[src/rtl/anneal_run_sequencer_if.sv]
// Control, spin-RF and analog-strobe bundle of the anneal run sequencer.
// The master modport is the sequencer; the slave modport is its surroundings
// (config registers, the two spin RFs and the analog top).
interface anneal_run_sequencer_if #(
    parameter int NUM_SPINS = 50,
    parameter int ISPIN_AW  = 7,
    parameter int OSPIN_AW  = 8
);
    logic                 i_start;
    logic                 i_abort;
    logic [7:0]           i_total_run_count;
    logic [7:0]           i_run_time_interval;
    logic [1:0]           i_fix_langevin_sel;
    logic [ISPIN_AW-1:0]  o_ispin_a;
    logic                 o_ispin_web;
    logic [NUM_SPINS-1:0] i_ispin_q;
    logic [OSPIN_AW-1:0]  o_ospin_a;
    logic                 o_ospin_web;
    logic [NUM_SPINS-1:0] o_ospin_d;
    logic [NUM_SPINS-1:0] o_ospin_bweb;
    logic [NUM_SPINS-1:0] i_spin_read_out;
    logic [NUM_SPINS-1:0] o_spin_init_condition;
    logic                 o_spin_pre_prog_ic;
    logic                 o_spin_prog_ic;
    logic                 o_spin_CCII_ena;
    logic                 o_spin_read_out_ena;
    logic                 o_spin_fix_ena;
    logic                 o_langevin_ena;
    logic [7:0]           o_run_counter;
    logic                 o_busy;
    logic                 o_done;
    logic                 o_ospin_overflow;

    modport master (
        input  i_start, i_abort, i_total_run_count, i_run_time_interval,
               i_fix_langevin_sel, i_ispin_q, i_spin_read_out,
        output o_ispin_a, o_ispin_web, o_ospin_a, o_ospin_web, o_ospin_d,
               o_ospin_bweb, o_spin_init_condition, o_spin_pre_prog_ic,
               o_spin_prog_ic, o_spin_CCII_ena, o_spin_read_out_ena,
               o_spin_fix_ena, o_langevin_ena, o_run_counter, o_busy,
               o_done, o_ospin_overflow
    );

    modport slave (
        output i_start, i_abort, i_total_run_count, i_run_time_interval,
               i_fix_langevin_sel, i_ispin_q, i_spin_read_out,
        input  o_ispin_a, o_ispin_web, o_ospin_a, o_ospin_web, o_ospin_d,
               o_ospin_bweb, o_spin_init_condition, o_spin_pre_prog_ic,
               o_spin_prog_ic, o_spin_CCII_ena, o_spin_read_out_ena,
               o_spin_fix_ena, o_langevin_ena, o_run_counter, o_busy,
               o_done, o_ospin_overflow
    );
endinterface

[src/rtl/anneal_run_sequencer.sv]
// Anneal run sequencer: steps the Ising core through a batch of anneal runs.
// Each run fetches its initial spin vector, walks the analog phase strobes
// (pre-program, program, CCII anneal, read-out) and stores the read-out spins
// into output_spin_rf at the run index. Phase strobes are flops whose next
// value is decoded from the next state, so each strobe lines up exactly with
// its state. The RF write port is decoded from the current state so the data
// is the read-out sampled during CAPTURE and an abort in that cycle can veto it.
module anneal_run_sequencer #(
    parameter int NUM_SPINS   = 50,
    parameter int ISPIN_AW    = 7,
    parameter int OSPIN_AW    = 8,
    parameter int OSPIN_DEPTH = 200,
    parameter int PREPROG_CYC = 4,
    parameter int PROG_CYC    = 8,
    parameter int SETTLE_CYC  = 2
) (
    input logic                    i_clk,
    input logic                    i_rst,
    anneal_run_sequencer_if.master bus
);
    typedef enum logic [3:0] {
        S_IDLE, S_FETCH, S_LATCH, S_PREPROG, S_PROG,
        S_ANNEAL, S_READOUT, S_CAPTURE, S_NEXT, S_DONE
    } state_e;

    localparam logic [8:0] DEPTH_W = 9'(OSPIN_DEPTH);

    state_e               state_q, state_d;
    logic [7:0]           phase_cnt_q, phase_cnt_d;
    logic [7:0]           run_counter_q, run_counter_d;
    logic [7:0]           count_q, count_d;
    logic [7:0]           interval_q, interval_d;
    logic [1:0]           sel_q, sel_d;
    logic                 overflow_q, overflow_d;
    logic [NUM_SPINS-1:0] init_q, init_d;
    logic [ISPIN_AW-1:0]  ispin_a_q, ispin_a_d;
    logic                 pre_prog_q, pre_prog_d;
    logic                 prog_q, prog_d;
    logic                 ccii_q, ccii_d;
    logic                 read_out_q, read_out_d;
    logic                 fix_q, fix_d;
    logic                 lang_q, lang_d;
    logic                 busy_q, busy_d;
    logic                 done_q, done_d;
    logic                 in_range;
    logic                 write_en;

    assign in_range = ({1'b0, run_counter_q} < DEPTH_W);
    assign write_en = (state_q == S_CAPTURE) && in_range && !bus.i_abort && !i_rst;

    // Next-state, phase counting and registered-output decode.
    always_comb begin
        // NOTE: every variable gets a default before any branch so no path
        // leaves one unassigned, which would infer a latch.
        state_d       = state_q;
        phase_cnt_d   = phase_cnt_q;
        run_counter_d = run_counter_q;
        count_d       = count_q;
        interval_d    = interval_q;
        sel_d         = sel_q;
        overflow_d    = overflow_q;
        init_d        = init_q;

        if (state_q != S_IDLE && bus.i_abort) begin
            state_d = S_IDLE;
        end else begin
            unique case (state_q)
                S_IDLE: begin
                    if (bus.i_start && !bus.i_abort) begin
                        count_d       = bus.i_total_run_count;
                        interval_d    = bus.i_run_time_interval;
                        sel_d         = bus.i_fix_langevin_sel;
                        run_counter_d = '0;
                        overflow_d    = 1'b0;
                        state_d       = (bus.i_total_run_count == 8'd0) ? S_DONE : S_FETCH;
                    end
                end
                S_FETCH: state_d = S_LATCH;
                S_LATCH: begin
                    init_d      = bus.i_ispin_q;
                    phase_cnt_d = 8'(PREPROG_CYC - 1);
                    state_d     = S_PREPROG;
                end
                S_PREPROG: begin
                    if (phase_cnt_q == 8'd0) begin
                        phase_cnt_d = 8'(PROG_CYC - 1);
                        state_d     = S_PROG;
                    end else begin
                        phase_cnt_d = phase_cnt_q - 8'd1;
                    end
                end
                S_PROG: begin
                    if (phase_cnt_q == 8'd0) begin
                        phase_cnt_d = interval_q;
                        state_d     = S_ANNEAL;
                    end else begin
                        phase_cnt_d = phase_cnt_q - 8'd1;
                    end
                end
                S_ANNEAL: begin
                    if (phase_cnt_q == 8'd0) begin
                        phase_cnt_d = 8'(SETTLE_CYC - 1);
                        state_d     = S_READOUT;
                    end else begin
                        phase_cnt_d = phase_cnt_q - 8'd1;
                    end
                end
                S_READOUT: begin
                    if (phase_cnt_q == 8'd0) begin
                        state_d = S_CAPTURE;
                    end else begin
                        phase_cnt_d = phase_cnt_q - 8'd1;
                    end
                end
                S_CAPTURE: begin
                    if (!in_range) begin
                        overflow_d = 1'b1;
                    end
                    state_d = S_NEXT;
                end
                S_NEXT: begin
                    run_counter_d = run_counter_q + 8'd1;
                    state_d       = (run_counter_d == count_q) ? S_DONE : S_FETCH;
                end
                S_DONE:  state_d = S_IDLE;
                default: state_d = S_IDLE;
            endcase
        end

        ispin_a_d  = (state_d == S_FETCH) ? ISPIN_AW'(run_counter_d) : '0;
        pre_prog_d = (state_d == S_PREPROG);
        prog_d     = (state_d == S_PROG);
        ccii_d     = (state_d == S_ANNEAL) || (state_d == S_READOUT);
        read_out_d = (state_d == S_READOUT) || (state_d == S_CAPTURE);
        fix_d      = ccii_d && sel_d[1];
        lang_d     = ccii_d && sel_d[0];
        busy_d     = (state_d != S_IDLE) && (state_d != S_DONE);
        done_d     = (state_d == S_DONE);
    end

    // State and output registers with synchronous reset.
    always_ff @(posedge i_clk) begin
        // NOTE: non-blocking assignments so every flop samples pre-edge values.
        if (i_rst) begin
            state_q       <= S_IDLE;
            phase_cnt_q   <= '0;
            run_counter_q <= '0;
            count_q       <= '0;
            interval_q    <= '0;
            sel_q         <= '0;
            overflow_q    <= 1'b0;
            init_q        <= '0;
            ispin_a_q     <= '0;
            pre_prog_q    <= 1'b0;
            prog_q        <= 1'b0;
            ccii_q        <= 1'b0;
            read_out_q    <= 1'b0;
            fix_q         <= 1'b0;
            lang_q        <= 1'b0;
            busy_q        <= 1'b0;
            done_q        <= 1'b0;
        end else begin
            state_q       <= state_d;
            phase_cnt_q   <= phase_cnt_d;
            run_counter_q <= run_counter_d;
            count_q       <= count_d;
            interval_q    <= interval_d;
            sel_q         <= sel_d;
            overflow_q    <= overflow_d;
            init_q        <= init_d;
            ispin_a_q     <= ispin_a_d;
            pre_prog_q    <= pre_prog_d;
            prog_q        <= prog_d;
            ccii_q        <= ccii_d;
            read_out_q    <= read_out_d;
            fix_q         <= fix_d;
            lang_q        <= lang_d;
            busy_q        <= busy_d;
            done_q        <= done_d;
        end
    end

    assign bus.o_ispin_a             = ispin_a_q;
    assign bus.o_ispin_web           = 1'b1;
    assign bus.o_ospin_web           = !write_en;
    assign bus.o_ospin_a             = write_en ? OSPIN_AW'(run_counter_q) : '0;
    assign bus.o_ospin_d             = write_en ? bus.i_spin_read_out : '0;
    assign bus.o_ospin_bweb          = write_en ? '0 : '1;
    assign bus.o_spin_init_condition = init_q;
    assign bus.o_spin_pre_prog_ic    = pre_prog_q;
    assign bus.o_spin_prog_ic        = prog_q;
    assign bus.o_spin_CCII_ena       = ccii_q;
    assign bus.o_spin_read_out_ena   = read_out_q;
    assign bus.o_spin_fix_ena        = fix_q;
    assign bus.o_langevin_ena        = lang_q;
    assign bus.o_run_counter         = run_counter_q;
    assign bus.o_busy                = busy_q;
    assign bus.o_done                = done_q;
    assign bus.o_ospin_overflow      = overflow_q;
endmodule
[src/flat_wrapper.sv]
// flat-port wrapper written by rule: the top's interface ports become plain ports
module anneal_run_sequencer_flat 
#(
    parameter int NUM_SPINS   = 50,
    parameter int ISPIN_AW    = 7,
    parameter int OSPIN_AW    = 8,
    parameter int OSPIN_DEPTH = 200,
    parameter int PREPROG_CYC = 4,
    parameter int PROG_CYC    = 8,
    parameter int SETTLE_CYC  = 2
)
  (i_clk, i_rst, bus_i_start, bus_i_abort, bus_i_total_run_count, bus_i_run_time_interval, bus_i_fix_langevin_sel, bus_i_ispin_q, bus_i_spin_read_out, bus_o_ispin_a, bus_o_ispin_web, bus_o_ospin_a, bus_o_ospin_web, bus_o_ospin_d, bus_o_ospin_bweb, bus_o_spin_init_condition, bus_o_spin_pre_prog_ic, bus_o_spin_prog_ic, bus_o_spin_CCII_ena, bus_o_spin_read_out_ena, bus_o_spin_fix_ena, bus_o_langevin_ena, bus_o_run_counter, bus_o_busy, bus_o_done, bus_o_ospin_overflow);
  anneal_run_sequencer_if #(.NUM_SPINS(NUM_SPINS), .ISPIN_AW(ISPIN_AW), .OSPIN_AW(OSPIN_AW)) bus_i ();
  input logic i_clk;
  input logic i_rst;
  input wire logic [$bits(bus_i.i_start)-1:0] bus_i_start;
  input wire logic [$bits(bus_i.i_abort)-1:0] bus_i_abort;
  input wire logic [$bits(bus_i.i_total_run_count)-1:0] bus_i_total_run_count;
  input wire logic [$bits(bus_i.i_run_time_interval)-1:0] bus_i_run_time_interval;
  input wire logic [$bits(bus_i.i_fix_langevin_sel)-1:0] bus_i_fix_langevin_sel;
  input wire logic [$bits(bus_i.i_ispin_q)-1:0] bus_i_ispin_q;
  input wire logic [$bits(bus_i.i_spin_read_out)-1:0] bus_i_spin_read_out;
  output wire logic [$bits(bus_i.o_ispin_a)-1:0] bus_o_ispin_a;
  output wire logic [$bits(bus_i.o_ispin_web)-1:0] bus_o_ispin_web;
  output wire logic [$bits(bus_i.o_ospin_a)-1:0] bus_o_ospin_a;
  output wire logic [$bits(bus_i.o_ospin_web)-1:0] bus_o_ospin_web;
  output wire logic [$bits(bus_i.o_ospin_d)-1:0] bus_o_ospin_d;
  output wire logic [$bits(bus_i.o_ospin_bweb)-1:0] bus_o_ospin_bweb;
  output wire logic [$bits(bus_i.o_spin_init_condition)-1:0] bus_o_spin_init_condition;
  output wire logic [$bits(bus_i.o_spin_pre_prog_ic)-1:0] bus_o_spin_pre_prog_ic;
  output wire logic [$bits(bus_i.o_spin_prog_ic)-1:0] bus_o_spin_prog_ic;
  output wire logic [$bits(bus_i.o_spin_CCII_ena)-1:0] bus_o_spin_CCII_ena;
  output wire logic [$bits(bus_i.o_spin_read_out_ena)-1:0] bus_o_spin_read_out_ena;
  output wire logic [$bits(bus_i.o_spin_fix_ena)-1:0] bus_o_spin_fix_ena;
  output wire logic [$bits(bus_i.o_langevin_ena)-1:0] bus_o_langevin_ena;
  output wire logic [$bits(bus_i.o_run_counter)-1:0] bus_o_run_counter;
  output wire logic [$bits(bus_i.o_busy)-1:0] bus_o_busy;
  output wire logic [$bits(bus_i.o_done)-1:0] bus_o_done;
  output wire logic [$bits(bus_i.o_ospin_overflow)-1:0] bus_o_ospin_overflow;
  assign bus_i.i_start = bus_i_start;
  assign bus_i.i_abort = bus_i_abort;
  assign bus_i.i_total_run_count = bus_i_total_run_count;
  assign bus_i.i_run_time_interval = bus_i_run_time_interval;
  assign bus_i.i_fix_langevin_sel = bus_i_fix_langevin_sel;
  assign bus_i.i_ispin_q = bus_i_ispin_q;
  assign bus_i.i_spin_read_out = bus_i_spin_read_out;
  assign bus_o_ispin_a = bus_i.o_ispin_a;
  assign bus_o_ispin_web = bus_i.o_ispin_web;
  assign bus_o_ospin_a = bus_i.o_ospin_a;
  assign bus_o_ospin_web = bus_i.o_ospin_web;
  assign bus_o_ospin_d = bus_i.o_ospin_d;
  assign bus_o_ospin_bweb = bus_i.o_ospin_bweb;
  assign bus_o_spin_init_condition = bus_i.o_spin_init_condition;
  assign bus_o_spin_pre_prog_ic = bus_i.o_spin_pre_prog_ic;
  assign bus_o_spin_prog_ic = bus_i.o_spin_prog_ic;
  assign bus_o_spin_CCII_ena = bus_i.o_spin_CCII_ena;
  assign bus_o_spin_read_out_ena = bus_i.o_spin_read_out_ena;
  assign bus_o_spin_fix_ena = bus_i.o_spin_fix_ena;
  assign bus_o_langevin_ena = bus_i.o_langevin_ena;
  assign bus_o_run_counter = bus_i.o_run_counter;
  assign bus_o_busy = bus_i.o_busy;
  assign bus_o_done = bus_i.o_done;
  assign bus_o_ospin_overflow = bus_i.o_ospin_overflow;
  anneal_run_sequencer #(.NUM_SPINS(NUM_SPINS), .ISPIN_AW(ISPIN_AW), .OSPIN_AW(OSPIN_AW), .OSPIN_DEPTH(OSPIN_DEPTH), .PREPROG_CYC(PREPROG_CYC), .PROG_CYC(PROG_CYC), .SETTLE_CYC(SETTLE_CYC)) u_core (.i_clk(i_clk), .i_rst(i_rst), .bus(bus_i));
endmodule
[config.mk]
export PLATFORM = sky130hd
export DESIGN_NAME = anneal_run_sequencer_flat
export DESIGN_NICKNAME = d
export VERILOG_FILES = /design/src/rtl/anneal_run_sequencer_if.sv /design/src/rtl/anneal_run_sequencer.sv /design/src/flat_wrapper.sv
export SDC_FILE = /design/constraint.sdc
export NUM_CORES = 1
export LEC_CHECK = 0
export CAP_MARGIN = 20
export CORE_AREA = 2 2 118 120
export CTS_BUF_LIST = sky130_fd_sc_hd__clkbuf_4 sky130_fd_sc_hd__clkbuf_8
export CTS_CLUSTER_SIZE = 30
export DETAILED_ROUTE_END_ITERATION = 6
export DIE_AREA = 0 0 120 122
export PLACE_DENSITY = 0.9
export SLEW_MARGIN = 10
export SYNTH_ARGS = -nofsm -noshare
export SYNTH_HDL_FRONTEND = slang
export SYNTH_SLANG_ARGS = --single-unit
[constraint.sdc]
create_clock -name i_clk -period 4.6 [get_ports i_clk]
set_input_delay 1.38 -clock i_clk [delete_from_list [all_inputs] [get_ports i_clk]]
set_output_delay 1.38 -clock i_clk [all_outputs]
set_load 0.01 [all_outputs]
==> key figures, run 1 <==
Timing
  – Setup repair after global routing missed its margin: false
  – Rel. slew slack: 31.1%
  – Final WS setup: 0.379 ns
  – Final setup vio count: 0
  – Max frequency: ~240 MHz
  – Hold WS: 0.458 ns
  – Tcrit/Tclk final: 91.8%
  – Period minus WS final: approximately 4.2 ns
  – Aggregate negative setup slack: 0 ns
  – Final Hold Viols: 0
  – Clock skew: ~0.014 ns
  – Final slew viol count: 0
  – Tightest Pin Transition: around 1.0 ns

Hold path
  – Path category of the worst min-delay check: flop to flop
  – HP Start: u_core.bus.o_spin_init_condition[20]
  – Worst Hold Depth: 2
  – Worst Hold End: u_core.bus.o_spin_init_condition[20]

Clock network
  – Root Buffer: clkbuf_8
  – TritonCTS Sinks: between 100 and 150
  – H-tree depth: 3
  – CTS Buffer Depth: 2
  – Clock transition at path regs: 0.10 ns
  – Clk_lat worst skew: roughly 0.39 ns
  – CTS tree: built
  – Number of buffers created by CTS: 9

Synthesis
  – Register area share after synthesis: 40.6%
  – Mux share of post-synthesis cell area: 0.390%
  – Net Count, Synth: around 800
  – Post-synth EDFFs: 0
  – Post-Synth Simple-Gate Area: between 20 and 30%
  – Top_reg_cell synth: dfxtp_1
  – Largest family of logic cells by synthesized area: simple AND/OR/NAND/NOR gates
  – Syn Area/Cell: ~7.6 sq um
  – Post-Synth XOR/XNOR Area: 2.73%
  – Adder-Cell Fraction of Synth Area: 0.682%
  – Cell variety after synth: 51
  – Synth Warn #: 0
  – Mapped Cells: 674
  – Synth Cell Area: 5130 sq um
  – Async set-reset flop share out of synthesis: 0%
  – Register bit total from synthesis: 104
  – Compound-Gate Fraction of Synth Area: 15.0%

Floorplanning
  – Placeable Area: 13500 sq um
  – Ports: 306
  – Die W: 120 um
  – Initial Util: 38.0%
  – Die area: ~15000 sq um
  – Row Count: 43
  – Die Y: 122 um

Global routing
  – Initial antenna violation count: 2
  – GR Util All Layers: 21.9%
  – Largest net degree at the start of global routing: around 100
  – GRT overflow: 0
  – Number of global-route vias before repair: 4976
  – Wire length of the first global-routing pass: 25.4 mm

Cells and area
  – Sequential cell area: 2080 sq um
  – Cell area after layout: 8200 sq um
  – Multi-input gate area: 2480 sq um
  – Post-layout util: 60.7%
  – P&R area growth vs syn: 59.7%
  – Fin cells: 1094
  – Nets@finish: 1031
  – FILL cells: approximately 1200
  – Share of cells above drive strength 1: 4.61%

Worst setup path
  – Worst Setup Start Kind: input pin
  – CP required: 3.22 ns
  – Worst-path maximum fanout: 51
  – R2R setup slack: 1.58 ns
  – Worst reg2reg path depth: 8
  – R2R Path End: u_core.bus.o_spin_fix_ena
  – Worst r2r src: u_core.phase_cnt_q[0]
  – Worst EP arrival: approximately 2.8 ns
  – Crit end category: primary output
  – Worst setup path category: input pin to primary output

Pwr
  – Pleak: 3.19 nW
  – Total power: around 1.9 mW
  – Maximum vdd drop: 0.000243 V
  – Power Dens Cells: 229 nW/um^2

Outcome
  – Outcome: completed

Placement
  – Pre-CTS setup slack: -0.0576 ns
  – # port buffers: 304
  – Number of cells after detailed placement: 1073
  – Detail Placement HPWL: 12.4 mm
  – Gp weighted congestion: roughly 0.94
  – Post-DP Area: between 7000 and 8000 sq um

Routing
  – Routed wire length: 16.5 mm
  – Vias/cell: 4.94
  – WL/cell: 15.1 um
  – DR iter-0 viols: between 300 and 400
  – DR pass1 iterations: 5
  – Via Count: 5402
  – Drt drc: 0
  – Final ANT Viol Nets: 0

Job
  – MaxCap Viol Count: 0
how the worst max path moves through the flow:
stage	from	slack [ns]	end
2_1_floorplan	i_rst	0.13	bus_o_ospin_bweb[0]
3_3_place_gp	bus_i_abort	-0.02	bus_o_ospin_d[43]
3_5_place_dp	bus_i_abort	-0.06	bus_o_ospin_d[32]
4_1_cts	bus_i_abort	0.0004	bus_o_ospin_d[2]
5_1_grt	bus_i_abort	0.30	bus_o_ospin_bweb[10]
6_report	bus_i_abort	0.38	bus_o_ospin_bweb[21]
timing repair:
item,in CTS,in global routing
hold buffers,0,0
pin swaps,1,0
setup buffers,1,1
endpoints found under the hold margin,0,0
setup endpoints to repair,50,66
gates resized for setup,37,3
gates cloned,0,1
where the power goes:
group          total [mW]  internal, mW  switching (mW)  leakage [nW]
clock               0.622         0.283           0.339         0.111
combinational       0.308         0.168           0.140          2.23
sequential          0.946         0.927          0.0188         0.841
Yosys cell counts, drive strengths merged, types with 2 or more instances:
library cell | count | share of area [%]
a2111oi | 2 | 0.34
xor2 | 6 | 1.0
a41oi | 2 | 0.34
dfxtp | 104 | 41
nor4b | 4 | 0.80
and4 | 2 | 0.34
or3 | 4 | 0.49
and3 | 5 | 0.61
nand3 | 7 | 0.68
nor4 | 14 | 1.7
nand4 | 2 | 0.24
buf | 58 | 8.1
clkbuf | 41 | 3.0
and2 | 63 | 7.7
a21boi | 2 | 0.29
nor3 | 13 | 1.3
nand2 | 152 | 11
mux2i | 2 | 0.39
ha | 2 | 0.49
o311a | 2 | 0.39
or4 | 2 | 0.29
nor2b | 6 | 0.73
a31oi | 3 | 0.37
o21ai | 14 | 1.4
nand2b | 2 | 0.24
nor2 | 25 | 1.8
a221oi | 2 | 0.34
a211oi | 3 | 0.68
o31ai | 3 | 0.44
inv | 7 | 0.51
xnor2 | 10 | 1.7
nor3b | 2 | 0.29
a21oi | 95 | 9.3
per-layer routing:
layer	vias up	global-route usage (%)	part of all wire, %
met3	32	6.69	8.4
met4	0	7.94	2.2
met5	-	0	0
met1	2456	25.9	41
li1	2664	-	-
met2	250	37.4	48
logic make-up after synthesis:
logic type / count (synthesis)
simple gates: 307
compound gates: 135
flops: 104
mux: 2
buf+inv: 106
fa+ha+maj: 3
other cells: 1
xor+xnor: 16
critical path, stage by stage:
cell and delay, ns:
dlymetal6s2s_1 0.17, nor4_4 0.29, buf_6 0.16, buf_4 0.11, inv_1 0.05, buf_12 0.17, clkdlybuf4s50_1 0.50
cells in the final DEF, fill, tap and decap left out, drive strengths merged, types with 2 or more instances in the layout:
master           n
nor4b            4
nor4            14
or3              4
dlygate4sd2     37
nand2          152
o311a            2
nor3            13
clkbuf          12
nor2b            6
inv             10
or4              2
a2111oi          2
buf             17
clkdlybuf4s50  265
and3             5
o31ai            3
a221oi           2
ha               2
mux2i            2
and2            63
xnor2           10
xor2             6
nand2b           2
and4             2
nor3b            2
nand4            2
a211oi           3
a21oi           95
a41oi            2
diode            2
a21boi           2
o21ai           14
dfxtp          104
nor2            25
nand3            7
a31oi            3
sequential cells by signal (all words and copies together) (netlist names), 2 cells and up:
register,cells
u_core.bus.o_spin_init_condition,50
u_core.bus.o_run_counter,8
u_core.count_q,8
u_core.interval_q,8
u_core.phase_cnt_q,8
u_core.bus.o_ispin_a,7
u_core.state_q,4
u_core.sel_q,2
final cells by class:
type | count | area share (%)
multi-input cells | 464 | 30.2
clock buffers | 11 | 1.77
well taps | 180 | 2.75
clock inverters | 5 | 0.885
flip-flops and latches | 104 | 25.4
diodes | 2 | 0.0610
inverters | 7 | 0.320
repair buffers | 321 | 38.6
No activity file was read; power rests on OpenSTA's default activity.
==> run 2, diff against run 1 <==
--- a/config.mk
+++ b/config.mk
@@ -6,12 +6,12 @@
 export NUM_CORES = 1
 export LEC_CHECK = 0
 export CAP_MARGIN = 20
-export CORE_AREA = 2 2 118 120
+export CORE_MARGIN = 1.5
+export CORE_UTILIZATION = 39
 export CTS_BUF_LIST = sky130_fd_sc_hd__clkbuf_4 sky130_fd_sc_hd__clkbuf_8
 export CTS_CLUSTER_SIZE = 30
 export DETAILED_ROUTE_END_ITERATION = 6
-export DIE_AREA = 0 0 120 122
-export PLACE_DENSITY = 0.9
+export PLACE_DENSITY = 0.91
 export SLEW_MARGIN = 10
 export SYNTH_ARGS = -nofsm -noshare
 export SYNTH_HDL_FRONTEND = slang
==> run 2 against run 1 <==
Net effect: sequential share of layout area rose by 0.073 points; first-iteration DRC count is 19% lower; combinational power fell by 3%; global-route usage increased by 0.96 points; flip-flop and latch count stayed put; core utilization increased by 3.6 points; fmax decreased by 6.1%; critical path type unchanged.
==> key figures, run 2 (synthesized netlist as in run 1, its figures left out) <==
Pwr
  – Power Dens Cells: 224 nW/um^2 (-1.9%)
  – Maximum vdd drop: 0.000212 V (-13%)
  – Switching Share: 24.8% (-1.7 points)
  – Clock share of power: 32.0% (-1.2 points)
  – Pleak: 2.97 nW (-6.8%)
  – Power Internal: 1.38 mW (+0.23%)
  – Total power: 1.84 mW (-2.1%)
  – Share of power burned in registers: 51.7% (+1.3 points)
  – Net switching power: 0.455 mW (-8.5%)
  – Comb power frac: 16.3% (about the same)

Worst setup path
  – Crit path launch: bus_i_abort
  – CP required: 3.22 ns (about the same)
  – Worst reg2reg path depth: 8 (unchanged)
  – Worst Setup Start Kind: input pin
  – Worst setup path category: input pin to primary output
  – Worst r2r src: u_core.phase_cnt_q[0]
  – Worst-path maximum fanout: 29 (-43%)
  – Worst EP arrival: 3.11 ns (+0.27 ns)
  – R2R Path End: u_core.bus.o_spin_fix_ena
  – R2R setup slack: 1.56 ns (-0.02 ns)
  – Crit end category: primary output

Cells and area
  – Post-layout util: 64.3% (+3.6 points)
  – Fin cells: 1078 (-1.5%)
  – Nets@finish: 1025 (-0.58%)
  – FILL cells: 1123 (-6.0%)
  – ANT cells: 0 (-2)
  – Max reg flops: 50 (unchanged)
  – Highest-count cells in the layout ignoring fill and taps: clkdlybuf4s50_1, nand2_1, dfxtp_1
  – Share of cells above drive strength 1: 4.08% (-0.52 points)
  – Multi-input gate area: 2480 sq um (unchanged)
  – P&R area growth vs syn: 59.4%
  – Cell area after layout: 8180 sq um (-0.23%)
  – Commonest non-fill, non-tap cell in the layout: clkdlybuf4s50_1
  – Sequential cell area: 2080 sq um (about the same)

Hold path
  – HP Start: u_core.bus.o_spin_init_condition[2]
  – Worst Hold Depth: 2 (unchanged)
  – Path category of the worst min-delay check: flop to flop
  – Worst Hold End: u_core.bus.o_spin_init_condition[2]

Floorplanning
  – Ports: 306 (unchanged)
  – Initial Util: 40.4% (+2.3 points)
  – Die W: 118 um (-1.9%)
  – Die Y: 118 um (-3.5%)
  – Placeable Area: 12700 sq um (-5.8%)
  – Die area: 13900 sq um (-5.3%)
  – Row Count: 41 (-4.7%)

Placement
  – Pre-CTS setup slack: -0.0771 ns (-0.0195 ns)
  – Detail Placement HPWL: 12.0 mm (-3.0%)
  – Post-DP Area: 7920 sq um (-0.60%)
  – Number of cells after detailed placement: 1060 (-1.2%)
  – # port buffers: 304 (unchanged)
  – Gp weighted congestion: 0.897 (-4.3%)

Routing
  – Via Count: 5321 (-1.5%)
  – Wire length on met1: 6.58 mm (-3.8%)
  – Met3 wire len: 1.26 mm (-9.6%)
  – Drt drc: 0 (unchanged)
  – Met2 WL: 8.12 mm (+2.6%)
  – Final ANT Viol Nets: 0 (unchanged)
  – Highest metal used: met4
  – Routed wire length: 16.1 mm (-2.3%)
  – WL/cell: 14.9 um (-0.88%)
  – Vias/cell: 4.94 (about the same)
  – DR pass1 iterations: 4 (-1)
  – DR iter-0 viols: 257 (-19%)

Global routing
  – Wire length of the first global-routing pass: 25.9 mm (+2.0%)
  – Largest net degree at the start of global routing: 98 (unchanged)
  – Initial antenna violation count: 0 (-2)
  – GRT overflow: 0 (unchanged)
  – Number of global-route vias before repair: 4975 (-0.020%)
  – GR Util All Layers: 22.8% (+0.96 points)

Timing
  – Final WS setup: 0.106 ns (-0.273 ns)
  – Max frequency: 223 MHz (-6.1%)
  – Tightest Pin Transition: 0.991 ns (-0.0428 ns)
  – Tcrit/Tclk final: 97.7% (+5.9 points)
  – Rel. slew slack: 33.9% (+2.9 points)
  – Setup repair after global routing missed its margin: false
  – Aggregate negative setup slack: 0 ns (unchanged)
  – Final slew viol count: 0 (unchanged)
  – Final Hold Viols: 0 (unchanged)
  – Hold WS: 0.457 ns (-0.00155 ns)
  – Final setup vio count: 0 (unchanged)
  – Clock skew: 0.0135 ns (-0.000285 ns)
  – Period minus WS final: 4.49 ns (+0.273 ns)

Clock network
  – CTS Buffer Depth: 2 (unchanged)
  – Root Buffer: clkbuf_8
  – H-tree depth: 3 (unchanged)
  – Clk_lat worst skew: 0.36 ns (-0.03 ns)
  – CTS tree: built
  – Clock transition at path regs: 0.09 ns (about the same)
  – Number of buffers created by CTS: 9 (unchanged)
  – TritonCTS Sinks: 104 (unchanged)

Job
  – MaxCap Viol Count: 0 (unchanged)

Outcome
  – Outcome: completed
[run 2: changes by cell type in the layout (fill, tap and decap cells not counted), moves of 2 or more]
cell	previous run	this run
diode_2	2	0
buf_4	13	8
inv_6	3	0
dlygate4sd2_1	37	1
clkinv_4	0	2
clkdlybuf4s50_1	265	302
[run 2: timing repair]
action | CTS | global route
gates resized for setup | 2 | 1
hold buffers | 0 | 0
setup endpoints to repair | 55 | 81
cloned | 1 | 0
pin swaps | 1 | 0
buffers inserted | 1 | 0
[run 2: how the worst max path moves through the flow]
stage,end
3_5_place_dp,bus_o_ospin_bweb[10]
3_3_place_gp,bus_o_ospin_bweb[10]
2_1_floorplan,bus_o_ospin_bweb[0]
5_1_grt,bus_o_ospin_d[37]
4_1_cts,bus_o_ospin_a[5]
6_report,bus_o_ospin_d[37]
[run 2: power groups by stage]
stage,combinational (mW),sequential (mW),clock [mW]
floorplan,0.135,0.967,0
global placement,0.291,0.968,0
global route,0.327,0.953,0.640
CTS,0.299,0.949,0.610
detailed placement,0.298,0.970,0
finish,0.299,0.949,0.588
[run 2: layout make-up]
type | count | share of cell area (%)
timing repair buffer | 315 | 38.7
clock inverter | 4 | 0.642
inverter | 7 | 0.321
sequential | 104 | 25.5
clock buffer | 12 | 1.94
tap | 172 | 2.63
multi-input combinational | 464 | 30.3
[run 2: layer usage]
layer | up-vias | global-route usage (%)
met5 | - | 0
met4 | 0 | 5.41
met3 | 12 | 6.73
met2 | 205 | 39.8
met1 | 2463 | 27.6
li1 | 2641 | -
[run 2: critical path: stages]
cell	delay (ns)
dlygate4sd2_1	0.28
nor4_4	0.26
buf_4	0.19
bufbuf_16	0.30
and2_1	0.15
clkdlybuf4s50_1	0.55
==> run 3, diff against run 2 <==
--- a/config.mk
+++ b/config.mk
@@ -12,6 +12,7 @@
 export CTS_CLUSTER_SIZE = 30
 export DETAILED_ROUTE_END_ITERATION = 6
 export PLACE_DENSITY = 0.91
+export RECOVER_POWER = 50
 export SLEW_MARGIN = 10
 export SYNTH_ARGS = -nofsm -noshare
 export SYNTH_HDL_FRONTEND = slang
==> run 3 against run 2 <==
Net effect: the flow now finishes with violations (capacitance limit, slew limit); largest power group unchanged; highest routed layer unchanged; flip-flop and latch count stayed put; total power shrank 0.33%; worst setup slack got worse by 0.0026 ns; sequential power is essentially flat; first-iteration DRC count is 2.3% lower; clock skew is essentially flat; clock power about the same; combinational power decreased by 2%.
==> key figures, run 3 (synthesized netlist as in run 1, its figures left out) <==
Timing
  – Max frequency: 222 MHz (about the same)
  – Tightest Pin Transition: 1.56 ns (+0.573 ns)
  – Final WS setup: 0.103 ns (-0.00256 ns)
  – Period minus WS final: 4.50 ns (+0.00256 ns)
  – Rel. slew slack: -4.32% (-38 points)
  – Setup repair after global routing missed its margin: false
  – Aggregate negative setup slack: 0 ns (unchanged)
  – Clock skew: 0.0139 ns (+0.000399 ns)
  – Tcrit/Tclk final: 97.8% (about the same)
  – Final setup vio count: 0 (unchanged)
  – Final slew viol count: 31 (+31)
  – Final Hold Viols: 0 (unchanged)

Floorplanning
  – Initial Util: 40.4% (unchanged)
  – Die W: 118 um (unchanged)
  – Ports: 306 (unchanged)
  – Die Y: 118 um (unchanged)
  – Die area: 13900 sq um (unchanged)
  – Placeable Area: 12700 sq um (unchanged)
  – Row Count: 41 (unchanged)

Worst setup path
  – Worst reg2reg path depth: 8 (unchanged)
  – CP delay by family, top: buffers and inverters
  – Worst-path maximum fanout: 29 (unchanged)
  – R2R setup slack: 1.59 ns (+0.03 ns)
  – Crit end category: primary output
  – Crit path buffers/inverters: 4 (unchanged)
  – Critical Path Slowest Stage Cell: clkdlybuf4s50_1
  – Worst r2r src: u_core.phase_cnt_q[0]
  – Crit-path cells: dlygate4sd2_1 > nor4_4 > buf_4 > bufbuf_16 > and2_1 > clkdlybuf4s50_1
  – Worst Setup Start Kind: input pin
  – CP required: 3.22 ns (about the same)
  – Worst setup path category: input pin to primary output
  – Crit-path max cell delay: 0.55 ns (about the same)
  – R2R Path End: u_core.bus.o_spin_fix_ena
  – Worst EP arrival: 3.12 ns (about the same)

Cells and area
  – ANT cells: 0 (unchanged)
  – FILL cells: 1123 (unchanged)
  – Commonest non-fill, non-tap cell in the layout: clkdlybuf4s50_1
  – Max reg flops: 50 (unchanged)
  – Highest-count cells in the layout ignoring fill and taps: clkdlybuf4s50_1, nand2_1, dfxtp_1
  – Share of cells above drive strength 1: 3.64% (-0.44 points)
  – P&R area growth vs syn: 59.1%
  – Fin cells: 1078 (unchanged)
  – Post-layout util: 64.2% (-0.098 points)
  – Nets@finish: 1025 (unchanged)

Routing
  – Routed wire length: 16.1 mm (-0.17%)
  – DR pass1 iterations: 5 (+1)
  – WL/cell: 14.9 um (-0.17%)
  – Met3 wire len: 1.20 mm (-4.5%)
  – Vias/cell: 4.93 (-0.15%)
  – Final ANT Viol Nets: 0 (unchanged)
  – DR iter-0 viols: 251 (-2.3%)
  – Drt drc: 0 (unchanged)
  – Highest metal used: met4
  – Via Count: 5313 (-0.15%)
  – Met2 WL: 8.07 mm (-0.55%)
  – Wire length on met1: 6.62 mm (+0.65%)

Pwr
  – Pleak: 3.22 nW (+8.3%)
  – Power Dens Cells: 224 nW/um^2 (-0.17%)
  – Maximum vdd drop: 0.000212 V (-0.10%)

Placement
  – Number of cells after detailed placement: 1060 (unchanged)
  – Gp weighted congestion: 0.897 (unchanged)
  – # port buffers: 304 (unchanged)
  – Pre-CTS setup slack: -0.0771 ns (unchanged)
  – Detail Placement HPWL: 12.0 mm (unchanged)

Clock network
  – Hold_buf cts: 0 (unchanged)
  – CTS tree: built
  – TritonCTS Sinks: 104 (unchanged)
  – CTS Buffer Depth: 2 (unchanged)
  – Clk_lat worst skew: 0.36 ns (about the same)
  – Root Buffer: clkbuf_8
  – Clock transition at path regs: 0.09 ns (about the same)
  – Number of buffers created by CTS: 9 (unchanged)
  – H-tree depth: 3 (unchanged)

Global routing
  – GRT overflow: 0 (unchanged)
  – Largest net degree at the start of global routing: 98 (unchanged)
  – Initial antenna violation count: 0 (unchanged)
  – GR Util All Layers: 22.8% (unchanged)
  – Number of global-route vias before repair: 4975 (unchanged)
  – Wire length of the first global-routing pass: 25.9 mm (unchanged)

Hold path
  – Path category of the worst min-delay check: flop to flop
  – Worst Hold End: u_core.bus.o_spin_init_condition[2]
  – HP Start: u_core.bus.o_spin_init_condition[2]
  – Worst Hold Depth: 2 (unchanged)

Outcome
  – Failing checks: capacitance limit, slew limit
  – Outcome: finished, violations left

Job
  – MaxCap Viol Count: 1 (+1)
-- run 3: changes by cell type in the layout (fill, tap and decap cells not counted), sizes merged --
cell           change
dlygate4sd3       +75
clkdlybuf4s50     -75
buf                -3
clkbuf             +3
-- run 3: where the power goes --
group	switching [mW]	total (mW)	internal (mW)
Combinational	0.133	0.292	0.160
Sequential	0.0214	0.948	0.927
Clock	0.301	0.590	0.289
-- run 3: cell type report --
class                      instances  area (sq um)  share of cell area, %
multi-input combinational        464          2470                   30.3
sequential                       104          2080                   25.5
clock buffer                      12           159                   1.95
clock inverter                     4          52.6                  0.643
tap                              172           215                   2.63
timing repair buffer             315          3160                   38.7
inverter                           7          26.3                  0.322
-- run 3: what timing repair did --
action	CTS	global route
hold endpoints to repair	0	0
gates resized for setup	2	1
setup buffers	1	0
pin swaps	1	0
cloned	1	0
setup endpoints to repair	55	81
-- run 3: worst register-to-register path, delay by kind of cell (launching register included) --
family          cells  cell delay (ns)
simple gates        3             1.36
compound gates      1             0.48
flops               1             0.33
fa+ha+maj           1             0.23
xor+xnor            1             0.23
mux                 1             0.17
buf+inv             1             0.11
-- run 3: stage by stage --
step	power [mW]	hold slack, ns	cell area, sq um
finish	1.83	0.454	8170
global route	1.91	0.476	8170
CTS	1.86	0.458	8180
detailed placement	1.27	0.445	7920
global placement	1.26	0.441	7920
floorplan	1.10	0.431	5130
-- run 3: routing by layer --
layer,vias up,global-route usage [%]
li1,2645,-
met1,2456,27.6
met2,197,39.8
met3,15,6.73
met4,0,5.41
met5,-,0
-- run 3: how the worst max path moves through the flow --
stage                                end  depth (start not counted)         startpoint
floorplan            bus_o_ospin_bweb[0]                          5              i_rst
global placement    bus_o_ospin_bweb[10]                          6        bus_i_abort
detailed placement  bus_o_ospin_bweb[10]                          6        bus_i_abort
CTS                     bus_o_ospin_a[5]                          7  u_core.state_q[1]
global route           bus_o_ospin_d[37]                          7  u_core.state_q[1]
finish                 bus_o_ospin_d[37]                          6        bus_i_abort
